<file path="src/rtl/parallel_comparator_8bit_core.sv">
// 8-bit magnitude comparator using a log-depth greater/less merge tree, with optional output register.
// Define PARALLEL_COMPARATOR_8BIT_SIGNED_EN for a two's-complement compare; the default build is unsigned.
module parallel_comparator_8bit_core #(
    parameter int OUT_REG = 1
) (
    input  logic       clk,
    input  logic       rst_n,
    input  logic [7:0] A,
    input  logic [7:0] B,
    input  logic       in_valid,
    output logic       g,
    output logic       l,
    output logic       eq,
    output logic       out_valid
);

    logic [7:0] w_gBit;
    logic [7:0] w_lBit;
    logic [3:0] w_gPair;
    logic [3:0] w_lPair;
    logic [1:0] w_gNib;
    logic [1:0] w_lNib;
    logic       w_gByte;
    logic       w_lByte;
    logic       w_eqByte;

    // A signed compare only changes the sign bit: a set sign bit marks the smaller operand.
    always_comb begin
        w_gBit = A & ~B;
        w_lBit = ~A & B;
`ifdef PARALLEL_COMPARATOR_8BIT_SIGNED_EN
        w_gBit[7] = ~A[7] & B[7];
        w_lBit[7] = A[7] & ~B[7];
`else
        w_gBit[7] = A[7] & ~B[7];
        w_lBit[7] = ~A[7] & B[7];
`endif
    end

    for (genvar j = 0; j < 4; j++) begin : g_pairMerge
        assign w_gPair[j] = w_gBit[2*j+1] | (~w_lBit[2*j+1] & w_gBit[2*j]);
        assign w_lPair[j] = w_lBit[2*j+1] | (~w_gBit[2*j+1] & w_lBit[2*j]);
    end

    for (genvar k = 0; k < 2; k++) begin : g_nibMerge
        assign w_gNib[k] = w_gPair[2*k+1] | (~w_lPair[2*k+1] & w_gPair[2*k]);
        assign w_lNib[k] = w_lPair[2*k+1] | (~w_gPair[2*k+1] & w_lPair[2*k]);
    end

    assign w_gByte  = w_gNib[1] | (~w_lNib[1] & w_gNib[0]);
    assign w_lByte  = w_lNib[1] | (~w_gNib[1] & w_lNib[0]);
    assign w_eqByte = ~w_gByte & ~w_lByte;

    if (OUT_REG != 0) begin : g_regOut
        logic r_g;
        logic r_l;
        logic r_eq;
        logic r_valid;

        // Results hold while idle; only the valid flag tracks in_valid every cycle.
        always_ff @(posedge clk or negedge rst_n) begin
            if (!rst_n) begin
                r_g     <= 1'b0;
                r_l     <= 1'b0;
                r_eq    <= 1'b0;
                r_valid <= 1'b0;
            end else begin
                r_valid <= in_valid;
                if (in_valid) begin
                    r_g  <= w_gByte;
                    r_l  <= w_lByte;
                    r_eq <= w_eqByte;
                end
            end
        end

        assign g         = r_g;
        assign l         = r_l;
        assign eq        = r_eq;
        assign out_valid = r_valid;
    end else begin : g_combOut
        logic w_unusedClkRst;
        assign w_unusedClkRst = clk | rst_n;

        assign g         = w_gByte;
        assign l         = w_lByte;
        assign eq        = w_eqByte;
        assign out_valid = in_valid;
    end

endmodule

</file>
<file path="config.mk">
export PLATFORM = sky130hd
export DESIGN_NAME = parallel_comparator_8bit_core
export DESIGN_NICKNAME = d
export VERILOG_FILES = /design/src/rtl/parallel_comparator_8bit_core.sv
export SDC_FILE = /design/constraint.sdc
export NUM_CORES = 1
export LEC_CHECK = 0
export CAP_MARGIN = 5
export CORE_AREA = 5 5 42 44
export DETAILED_ROUTE_END_ITERATION = 10
export DIE_AREA = 0 0 47 49
export SETUP_SLACK_MARGIN = 0.5
export SLEW_MARGIN = 0
export SYNTH_ARGS = -nofsm -noshare
export SYNTH_HDL_FRONTEND = slang
export SYNTH_SLANG_ARGS = --single-unit
</file>
<file path="constraint.sdc">
create_clock -name clk -period 1 [get_ports clk]
set_input_delay 0.2 -clock clk [delete_from_list [all_inputs] [get_ports clk]]
set_output_delay 0.2 -clock clk [all_outputs]
set_load 0.01 [all_outputs]
</file>
==> flow_metrics.env, run 1 <==
export IMPL_syn_inst=47
export IMPL_port_buffers=22
export IMPL_rsz0062_at_grt="yes"
export IMPL_r2r_end="l"
export IMPL_reg2reg_from="l"
export IMPL_crit_type="in -> reg"
export IMPL_clk_pin_slew_ps=30
export IMPL_synth_simple_area_share=0.278
export IMPL_clockBufferDepth=2
export IMPL_cp_max_fo=3
export IMPL_grt_use_met1=0.0905
export IMPL_vias=433
export IMPL_grt_pass1_wl_mm=1.62
export IMPL_min_path_type="in -> async"
export IMPL_vias_per_cell=4.42
export IMPL_syn_cell_area_um2=378
export IMPL_yosys_register_bits=4
export IMPL_yosys_mux_area_fraction=0
export IMPL_most_common_layout_cells="buf_4, clkdlybuf4s50_1, dlygate4sd2_1, buf_2, inv_1"
export IMPL_layout_commonest_cell="buf_4"
export IMPL_grt_max_degree=5
export IMPL_avgSynthCellArea_um2=8.04
export IMPL_r2r_slack_ps=70
export IMPL_cp_end_kind="flip-flop"
export IMPL_netlist_top_cells_area="dfrtp_1, maj3_2, nand2b_1"
export IMPL_yosys_area_top_type="dfrtp_1"
export IMPL_stdcell_count=98
export IMPL_place_inst=93
export IMPL_seqCellArea_um2=100
export IMPL_post_route_period_util=1.38
export IMPL_synth_fa_ha_area_frac=0.199
export IMPL_worst_pin_slew_ps=260
export IMPL_violations="setup timing"
export IMPL_core_um2=1400
export IMPL_clock_fmax_ghz=0.723
export IMPL_multiInputGateArea_um2=278
export IMPL_die_w_um=47
export IMPL_final_min_clock_period_ps=1380
export IMPL_yosysWarnings=0
export IMPL_synth_top_family_by_area="simple AND/OR/NAND/NOR gates"
export IMPL_status="complete, but fails checks"
export IMPL_yosysSeqAreaShare=0.265
export IMPL_cts_buffers=3
export IMPL_crit_arrival_ps=1490
export IMPL_cts_sinks=4
export IMPL_die_area_um2=2300
export IMPL_use_met2=0.163
export IMPL_total_leakage_power_nw=0.341
export IMPL_antenna_found_initial=0
export IMPL_drt_pre_antenna_iters=4
export IMPL_maxCapViolations=0
export IMPL_finalSetupViolCount=3
export IMPL_final_area_um2=701
export IMPL_hold_viol=0
export IMPL_htree_levels=1
export IMPL_grt_ovfl_total=0
export IMPL_relSlewSlack=0.824
export IMPL_fillers=160
export IMPL_yosys_area_top_type_share=0.265
export IMPL_synth_compound_area_share=0.166
export IMPL_ant_nets=0
export IMPL_dp_hpwl_um=816
export IMPL_finClkSkew_ps=0
export IMPL_cts_tree="yes"
export IMPL_track_usage=0.0959
export IMPL_crit_required_ps=1110
export IMPL_nNetsFinal=103
export IMPL_slew_viol_final=0
export IMPL_rows=14
export IMPL_clk_latency_ps=230
export IMPL_powerDensity_nw_per_um2=903
export IMPL_drc=0
export IMPL_die_y_um=49
export IMPL_dpl_cell_area_um2=689
export IMPL_start_kind="primary input"
export IMPL_initial_utilization=0.270
export IMPL_top_usage_layer="met2"
export IMPL_routed_wirelength_um=931
export IMPL_drt_iter0_drc=8
export IMPL_drive_gt1_frac=0.402
export IMPL_rr_worst_depth=2
export IMPL_synth_xor_area_share=0.0232
export IMPL_synth_cell_type_count=18
export IMPL_synth_nets=66
export IMPL_cts_root_buf="clkbuf_4"
export IMPL_antenna_cells=0
export IMPL_setup_ws_ps=-383
export IMPL_grtUsageMet3=0.0295
export IMPL_wl_per_cell_um=9.50
export IMPL_grt_pass1_vias=444
export IMPL_peakVddDrop_mv=0.292
export IMPL_place_congestion=0.652
export IMPL_areaGrowthSynthToFinish_pct=85.4
export IMPL_ios=23
[state kept, by name (all words and copies together) (netlist names)]
signal	count
l	1
eq	1
out_valid	1
g	1
[cells by family after synthesis]
group	after synthesis
AO/OA/AOI/OAI	9
buffers and inverters	7
adder cells (fa/ha/maj)	7
XOR/XNOR	1
AND/OR/NAND/NOR	19
flip-flops	4
[area by class of cell]
| type | instances | area share |
|---|---|---|
| tap | 16 | 0.0286 |
| timing repair buffer | 32 | 0.363 |
| multi-input combinational | 36 | 0.396 |
| clock buffer | 3 | 0.0321 |
| sequential | 4 | 0.143 |
| inverter | 7 | 0.0375 |
[power breakdown]
part           internal (mW)  switching, mW  total (mW)
clock                  0.133         0.0547       0.188
combinational          0.160          0.101       0.261
sequential             0.178        0.00575       0.184
[routing by layer]
layer  wire length [µm]  share of wire  vias to the layer above
met5                  0              0                        -
met3                 83          0.089                        2
met4                  4         0.0043                        0
li1                   -              -                      228
met1                342           0.37                      190
met2                500           0.54                       13
[Yosys cell counts, drive strengths merged]
cell	count
inv	7
a221o	1
maj3	7
nor2	3
nand2	3
a21oi	4
nor2b	4
nand2b	7
a32o	1
dfrtp	4
xnor2	1
o21ai	3
nor4b	1
nand3	1
[worst max-delay path by stage]
stage / to / slack (ps) / start
after floorplan: l / -530 / B[4]
after global placement: l / -1010 / A[4]
after detailed placement: l / -1020 / A[4]
after CTS: l / -430 / B[4]
after global routing: l / -420 / B[4]
final: l / -380 / B[4]
[critical path: stages]
cell,delay (ps)
buf_6,90
nand2b_4,120
maj3_2,280
maj3_2,310
o21ai_2,120
a21oi_2,80
a221o_1,290
[stage by stage]
| step | setup slack (ps) | hold slack [ps] | util | power, mW | setup TNS (ps) |
|---|---|---|---|---|---|
| final | -383 | 173 | 0.500 | 0.633 | -1030 |
| after global routing | -425 | 165 | 0.500 | 0.704 | -1170 |
| after detailed placement | -1020 | 413 | 0.492 | 0.463 | -3170 |
| after CTS | -434 | 168 | 0.498 | 0.650 | -1090 |
| after global placement | -1010 | 413 | 0.492 | 0.460 | -3120 |
| after floorplan | -526 | -95.6 | - | 0.295 | -1320 |
[what timing repair did]
action / in CTS / in global routing
hold buffers: 0 / 0
setup endpoints to repair: 8 / 7
buffers inserted: 1 / 1
pin swaps: 8 / 4
gates resized for setup: 39 / 1
No activity file was read; power rests on OpenSTA's default activity.
==> run 2, diff against run 1 <==
Settings changed: SLEW_MARGIN 0 to not set.
==> results of run 2 <==
The final DEF is identical to that of run 1; final timing and power are the same.
==> run 3, diff against run 2 <==
Settings changed: ABC_AREA set to 1.
==> run 3 against run 2 <==
The flow now finishes without violations. Sequential cell count unchanged. Design area up 4.1%. Hold slack better by 6.4 ps. Count of clock-buffer cells in the layout unchanged. Die area unchanged. Via count up 17%. First-iteration DRC count down 25%. Maximum frequency up 43%. Total power up 14%. Worst setup slack better by 410 ps.
==> flow_metrics.env, run 3 <==
export IMPL_stdcell_count=118
export IMPL_synth_async_reset_ratio=1.00
export IMPL_min_path_type="in -> async"
export IMPL_setup_ws_ps=29.4
export IMPL_yosysWarnings=0
export IMPL_synth_nets=92
export IMPL_initial_utilization=0.276
export IMPL_hold_slack_ps=180
export IMPL_place_congestion=0.685
export IMPL_drt_pre_antenna_iters=4
export IMPL_cpPeakStageDelay_ps=380
export IMPL_clk_pin_slew_ps=40
export IMPL_rows=14
export IMPL_yosys_register_bits=4
export IMPL_path_cells="buf_2"
export IMPL_antenna_cells=0
export IMPL_cp_num_buf_inv=1
export IMPL_clock_fmax_ghz=1.03
export IMPL_cp_end_kind="primary output"
export IMPL_final_core_util=0.521
export IMPL_cp_max_fo=2
export IMPL_cts_tree="yes"
export IMPL_synthFlopType="dfrtp_1"
export IMPL_avgSynthCellArea_um2=5.30
export IMPL_clockBufferDepth=2
export IMPL_synth_edf_count=0
export IMPL_die_area_um2=2300
export IMPL_antenna_found_initial=0
export IMPL_most_common_layout_cells="nand2_1, nand2_2, buf_2"
export IMPL_yosysSeqAreaShare=0.259
export IMPL_critPathSlowestCell="dfrtp_1"
export IMPL_powerDensity_nw_per_um2=985
export IMPL_slew_viol_final=0
export IMPL_areaGrowthSynthToFinish_pct=88.7
export IMPL_dp_worst_setup_slack_ps=-570
export IMPL_start_kind="flip-flop"
export IMPL_die_y_um=49
export IMPL_dp_hpwl_um=761
export IMPL_crit_required_ps=800
export IMPL_routed_wirelength_mm=1.07
export IMPL_yosys_area_top_type="nand2_1"
export IMPL_crit_arrival_ps=770
export IMPL_netlist_top_cells_area="nand2_1, dfrtp_1, inv_1"
export IMPL_synth_common_cells="nand2_1, inv_1, nor2_1"
export IMPL_yosysMostFrequentCell="nand2_1"
export IMPL_grt_max_degree=6
export IMPL_clk_latency_ps=240
export IMPL_drt_iter0_drc=6
export IMPL_finalSetupViolCount=0
export IMPL_port_buffers=22
export IMPL_yosys_area_top_type_share=0.330
export IMPL_maxCapViolations=0
export IMPL_status="completed"
export IMPL_place_inst=112
export IMPL_die_w_um=47
export IMPL_wl_per_cell_um=9.06
export IMPL_vias_per_cell=4.31
export IMPL_crit_type="reg -> out"
export IMPL_total_leakage_power_nw=0.415
export IMPL_htree_levels=1
export IMPL_cp_top_family="flip-flops"
export IMPL_synth_cell_type_count=10
export IMPL_cts_root_buf="clkbuf_4"
export IMPL_post_route_period_util=0.971
export IMPL_grt_pass1_wl_mm=1.59
export IMPL_grt_pass1_vias=443
export IMPL_final_min_clock_period_ps=971
export IMPL_ant_nets=0
export IMPL_rsz0062_at_grt="yes"
export IMPL_drive_gt1_frac=0.637
export IMPL_cts_sinks=4
export IMPL_syn_inst=73
export IMPL_hold_viol=0
export IMPL_drc=0
export IMPL_worst_pin_slew_ps=224
export IMPL_syn_cell_area_um2=387
export IMPL_vias=508
export IMPL_core_um2=1400
export IMPL_finClkSkew_ps=0
export IMPL_cts_buffers=3
export IMPL_layout_commonest_cell="nand2_1"
export IMPL_relSlewSlack=0.850
export IMPL_grt_ovfl_total=0
export IMPL_ios=23
export IMPL_setup_tns_ps=0
export IMPL_nNetsFinal=123
export IMPL_track_usage=0.0932
export IMPL_peakVddDrop_mv=0.415
## run 3: changes by cell type after synthesis, moves of 4 or more
| cell | before | now |
|---|---|---|
| nand2_1 | 3 | 34 |
| nor2_1 | 3 | 8 |
| nor2b_1 | 4 | 0 |
| maj3_2 | 4 | 0 |
| inv_1 | 6 | 10 |
| nand2b_1 | 7 | 0 |
| inv_2 | 1 | 6 |
## run 3: repair_timing
item,in CTS,in global routing
pin swaps,28,21
setup endpoints to repair,8,7
resized for setup,86,26
buffers inserted,2,1
hold buffers,0,0
## run 3: path summary, 6_finish.rpt
path / start / end / slack, ps / cells after the start
hold reg to reg: g / g / 500 / 2
min in group clk: in_valid / out_valid / 340 / 1
max in group asynchronous: rst_n / g / 630 / 1
setup / recovery: eq / eq / 30 / 1
hold / removal: rst_n / l / 180 / 1
setup reg to reg: l / l / 210 / 4
## run 3: power breakdown
group	total, mW	internal [mW]	leakage, nW	switching, mW
clock	0.211	0.135	0.0138	0.0758
sequential	0.191	0.181	0.0476	0.00971
combinational	0.317	0.153	0.353	0.164
## run 3: kinds of logic (layout without fill, tap and decap cells)
| family | Yosys count | count (layout) | share of synthesized area |
|---|---|---|---|
| and+or+nand+nor | 50 | 50 | 0.547 |
| buffers and inverters | 16 | 45 | 0.155 |
| DFF | 4 | 4 | 0.259 |
| AOI/OAI and AO/OA | 3 | 3 | 0.0388 |
## run 3: final cells by class
type / instances / area, µm²
Clock buffer: 3 / 22.5
Fill cell: 161 / 672
Inverter: 16 / 75.1
Multi-Input combinational cell: 53 / 323
Sequential cell: 4 / 100
Tap cell: 16 / 20.0
Timing Repair Buffer: 26 / 189
## run 3: layer usage
metal | up-vias | wire length [µm] | GRT usage
met5 | - | 0 | 0
met4 | 0 | 0 | 0.0415
met3 | 0 | 97 | 0.0111
met2 | 19 | 618 | 0.170
met1 | 221 | 353 | 0.0996
li1 | 268 | - | -
## run 3: per-stage QoR
step | power [mW] | cell area, µm²
floorplan | 0.321 | 417
global placement | 0.463 | 664
detailed placement | 0.467 | 664
CTS | 0.674 | 684
global route | 0.765 | 729
finish | 0.718 | 729
==> variant 1: new RTL, config.mk and constraints of run 1 <==
Register the input `in_valid` before use, without a reset. The logic sees it one clock later. The other inputs are not delayed to match. Comments in the files are not updated.
--- a/src/rtl/parallel_comparator_8bit_core.sv
+++ b/src/rtl/parallel_comparator_8bit_core.sv
@@ -15,2 +15,8 @@
 );
+
+    logic in_valid_q;
+
+    always_ff @(posedge clk) begin
+        in_valid_q <= in_valid;
+    end
 
@@ -67,4 +73,4 @@
             end else begin
-                r_valid <= in_valid;
-                if (in_valid) begin
+                r_valid <= in_valid_q;
+                if (in_valid_q) begin
                     r_g  <= w_gByte;
@@ -87,3 +93,3 @@
         assign eq        = w_eqByte;
-        assign out_valid = in_valid;
+        assign out_valid = in_valid_q;
     end
Formal check against the unedited RTL: not equivalent (a bounded check fails within 4 cycles, from zero or initial values and one cycle with rst_n low).
==> variant 1 against run 1 <==
The flow still finishes with violations (setup timing). Die area unchanged. Design area rose by 4.5%. Sequential cell count up 1. Total power increased by 13%. Wire length down 2.9%. Final cell count is 2.0% higher. Fmax shrank 0.60%. Worst hold slack lost 0.0094 ns. Setup slack got worse by 0.0084 ns. Synthesized area rose by 5.3%. First-iteration DRC count down 88%. Critical path type unchanged. Highest routed layer unchanged.
==> variant 1: results <==
group,metric,value,unit
status,status,"finished, violations left",
status,violations,"setup timing",
sta,worst_slew_pin_slew,0.308,ns
pwr,p_leak,0.350,nW
synthesis,synth-seq-area-share,0.302,
drt,vias,440,
setup_path,critPathArrivalTime,1.51,ns
synthesis,syn_nets,67,
drt,first_iter_violations,1,
grt,met2_usage,0.143,
grt,grt_pass1_vias,413,
final_layout,fin_nets,104,
synthesis,synth.distinct_cells,19,
drt,routed_wl,904,um
final_layout,drive_above_1_share,0.393,
sta,setup_ws,-0.392,ns
pwr,ir_worst_vdd,357,uV
setup_path,crit_family,"adder cells",
grt,grt_pass1_wl,1530,um
placement,placedInstanceArea,709,um^2
sta,hold_ws,0.164,ns
synthesis,async_flop_share,0.800,
sta,fin_setup_tns,-1.07,ns
sta,setup_viol,3,
synthesis,yosys-top-cells-area,"dfrtp_1 25%, maj3_2 11%, nand2b_1 11%",
drt,dr_wl_met2,460,um
sta,skew,0.00266,ns
final_layout,num-fill-cells,151,
placement,hpwl,794,um
grt,grt_use_met3,0.0221,
placement,routabilityCongestion,0.641,
drt,dr.pass1.iters,2,
[variant 1: cell families (layout without fill, tap and decap cells)]
family	count (synthesis)	in the layout	synth area share
xor+xnor	1	1	0.0220
compound gates	9	9	0.157
simple gates	19	19	0.264
flops	5	5	0.302
buf+inv	7	43	0.0660
fa+ha+maj	7	7	0.189
[variant 1: how the worst max path moves through the flow]
stage / from / end / slack [ns] / cells after the start
3_3_place_gp: A[4] / l / -1.01 / 7
6_report: B[4] / l / -0.39 / 7
2_1_floorplan: B[4] / l / -0.53 / 6
5_1_grt: B[4] / l / -0.43 / 7
4_1_cts: B[4] / l / -0.43 / 7
3_5_place_dp: A[4] / l / -1.03 / 7
[variant 1: area by class of cell]
type                            instances  share of cell area
Timing Repair Buffer                   32               0.357
Sequential cell                         5               0.164
Tap cell                               16              0.0274
Multi-Input combinational cell         36               0.379
Clock buffer                            4              0.0359
Inverter                                7              0.0359
[variant 1: metrics by stage]
stage	utilization	std cells	worst slack (ns)
5_1_grt	0.522	100	-0.431
2_1_floorplan	-	48	-0.526
4_1_cts	0.522	100	-0.429
3_5_place_dp	0.506	94	-1.03
3_3_place_gp	0.506	94	-1.01
6_report	0.522	100	-0.392
[variant 1: power breakdown]
| part | switching [mW] | internal, mW | total, mW | leakage (nW) |
|---|---|---|---|---|
| Clock | 0.0751 | 0.150 | 0.225 | 0.0150 |
| Sequential | 0.00752 | 0.220 | 0.228 | 0.0565 |
| Combinational | 0.0982 | 0.163 | 0.261 | 0.278 |
[variant 1: what timing repair did]
action                     CTS  global route
buffers inserted             2             0
setup endpoints to repair    7             7
pin swaps                    6             4
gates resized for setup     38             0
hold buffers                 0             0
==> variant 2: new RTL, flow settings as in run 1 <==
Made on the original files. Make the reset (`rst_n`) synchronous in one clocked block.
--- a/src/rtl/parallel_comparator_8bit_core.sv
+++ b/src/rtl/parallel_comparator_8bit_core.sv
@@ -60,3 +60,3 @@
         // Results hold while idle; only the valid flag tracks in_valid every cycle.
-        always_ff @(posedge clk or negedge rst_n) begin
+        always_ff @(posedge clk) begin
             if (!rst_n) begin
Check against the original RTL: differs if rst_n is asserted again (counterexample within 4 cycles, from zero or initial values and one cycle with rst_n low); with rst_n held inactive, the same outputs for 10 cycles.
==> variant 2 against run 1 <==
The run still ends with setup timing left. Total power is 4.6% lower. Wire length shrank 6.6%. Fmax rose by 12%. Count of clock-buffer cells in the layout is the same. Via count is 8.8% lower. Design area fell by 3.7%. Setup slack better by 0.15 ns. Synthesized area shrank 8.6%. Global-route usage decreased by 0.59 points. Sequential share of layout area shrank 1.9 points. Sequential cell count unchanged. Utilization is 1.9 points lower. Final cell count decreased by 10%. Critical endpoint is now g. Largest cell class unchanged. Largest power group unchanged.
==> variant 2: results <==
group,metric,value,unit
setup_path,reg2reg_setup_slack,0.37,ns
sta,worst_slew_pin_slew,0.236,ns
synthesis,async_flop_share,0,
drt,vias,395,
setup_path,r2r_start,"g",
grt,grt_use_met1,0.0897,
sta,setup_viol,3,
synthesis,syn_avg_cell_area,8.22,um^2
worst_hold_path,hp-class,"primary input to register",
placement,dp.cells,85,
sta,setup_ws,-0.233,ns
pwr,swShare,0.272,
synthesis,synth_commonest_cells,"7 x maj3_2, 6 x inv_1",
clock_tree,cts_setup_buffers,0,
final_layout,drive_above_1_share,0.583,
synthesis,synth-xor-area-share,0.0254,
setup_path,cp-startpoint,"A[4]",
pwr,p_seq_frac,0.292,
synthesis,synthAdderAreaFrac,0.257,
final_layout,fin_nets,93,
pwr,ir_worst_vdd,307,uV
pwr,seq_power,177,uW
sta,fin_setup_tns,-0.647,ns
pwr,p_leak,0.316,nW
grt,grt_pass1_wl,1500,um
grt,grt_util_all_layers,0.0900,
grt,met2_usage,0.149,
placement,placedInstanceArea,648,um^2
pwr,powerComb,224,uW
setup_path,path_max_fanout,2,
setup_path,critPathArrivalTime,1.35,ns
synthesis,ys.flop_type,"dfxtp_1",
worst_hold_path,min_from,"in_valid",
grt,grt_use_met3,0.0221,
drt,wl_per_cell,9.89,um
status,status,"finished, violations left",
grt,grt_pass1_vias,422,
synthesis,syn_nets,61,
final_layout,fin_cells,88,
synthesis,yosys-top-cells-area,"dfxtp_1 23%, maj3_2 23%, nand2b_1 7.2%",
placement,place_ws,-0.860,ns
drt,first_iter_violations,0,
drt,dr.pass1.iters,1,
clock_tree,clk_latency,0.24,ns
synthesis,synth.distinct_cells,15,
synthesis,synth-seq-area-share,0.232,
placement,hpwl,778,um
setup_path,worst_r2r_endpoint,"g",
synthesis,synth_compound_area_frac,0.210,
sta,hold_ws,0.358,ns
status,violations,"setup timing",
grt,grt_max_degree,6,
placement,routabilityCongestion,0.672,
-- variant 2: layout make-up --
cell class / count / area (um^2) / share of cell area
multi-input cells: 32 / 305 / 0.453
repair buffers: 27 / 220 / 0.327
flip-flops and latches: 4 / 83.8 / 0.124
clock buffers: 3 / 22.5 / 0.0334
inverters: 6 / 22.5 / 0.0334
well taps: 16 / 20.0 / 0.0297
-- variant 2: layer usage --
metal	wire length, um	vias to the layer above
met1	325	170
li1	-	206
met4	8	0
met3	82	2
met5	0	-
met2	452	17
-- variant 2: critical path: stages --
cell and delay, ns:
buf_6 0.09, nand2b_4 0.12, maj3_2 0.29, o21a_1 0.21, maj3_2 0.31, nand2_2 0.07
a31oi_1 0.06
-- variant 2: what timing repair did --
| item | CTS | global route |
|---|---|---|
| endpoints found under the setup margin | 8 | 7 |
| pin swaps | 13 | 6 |
| endpoints found under the hold margin | 0 | 0 |
| resized for setup | 64 | 3 |
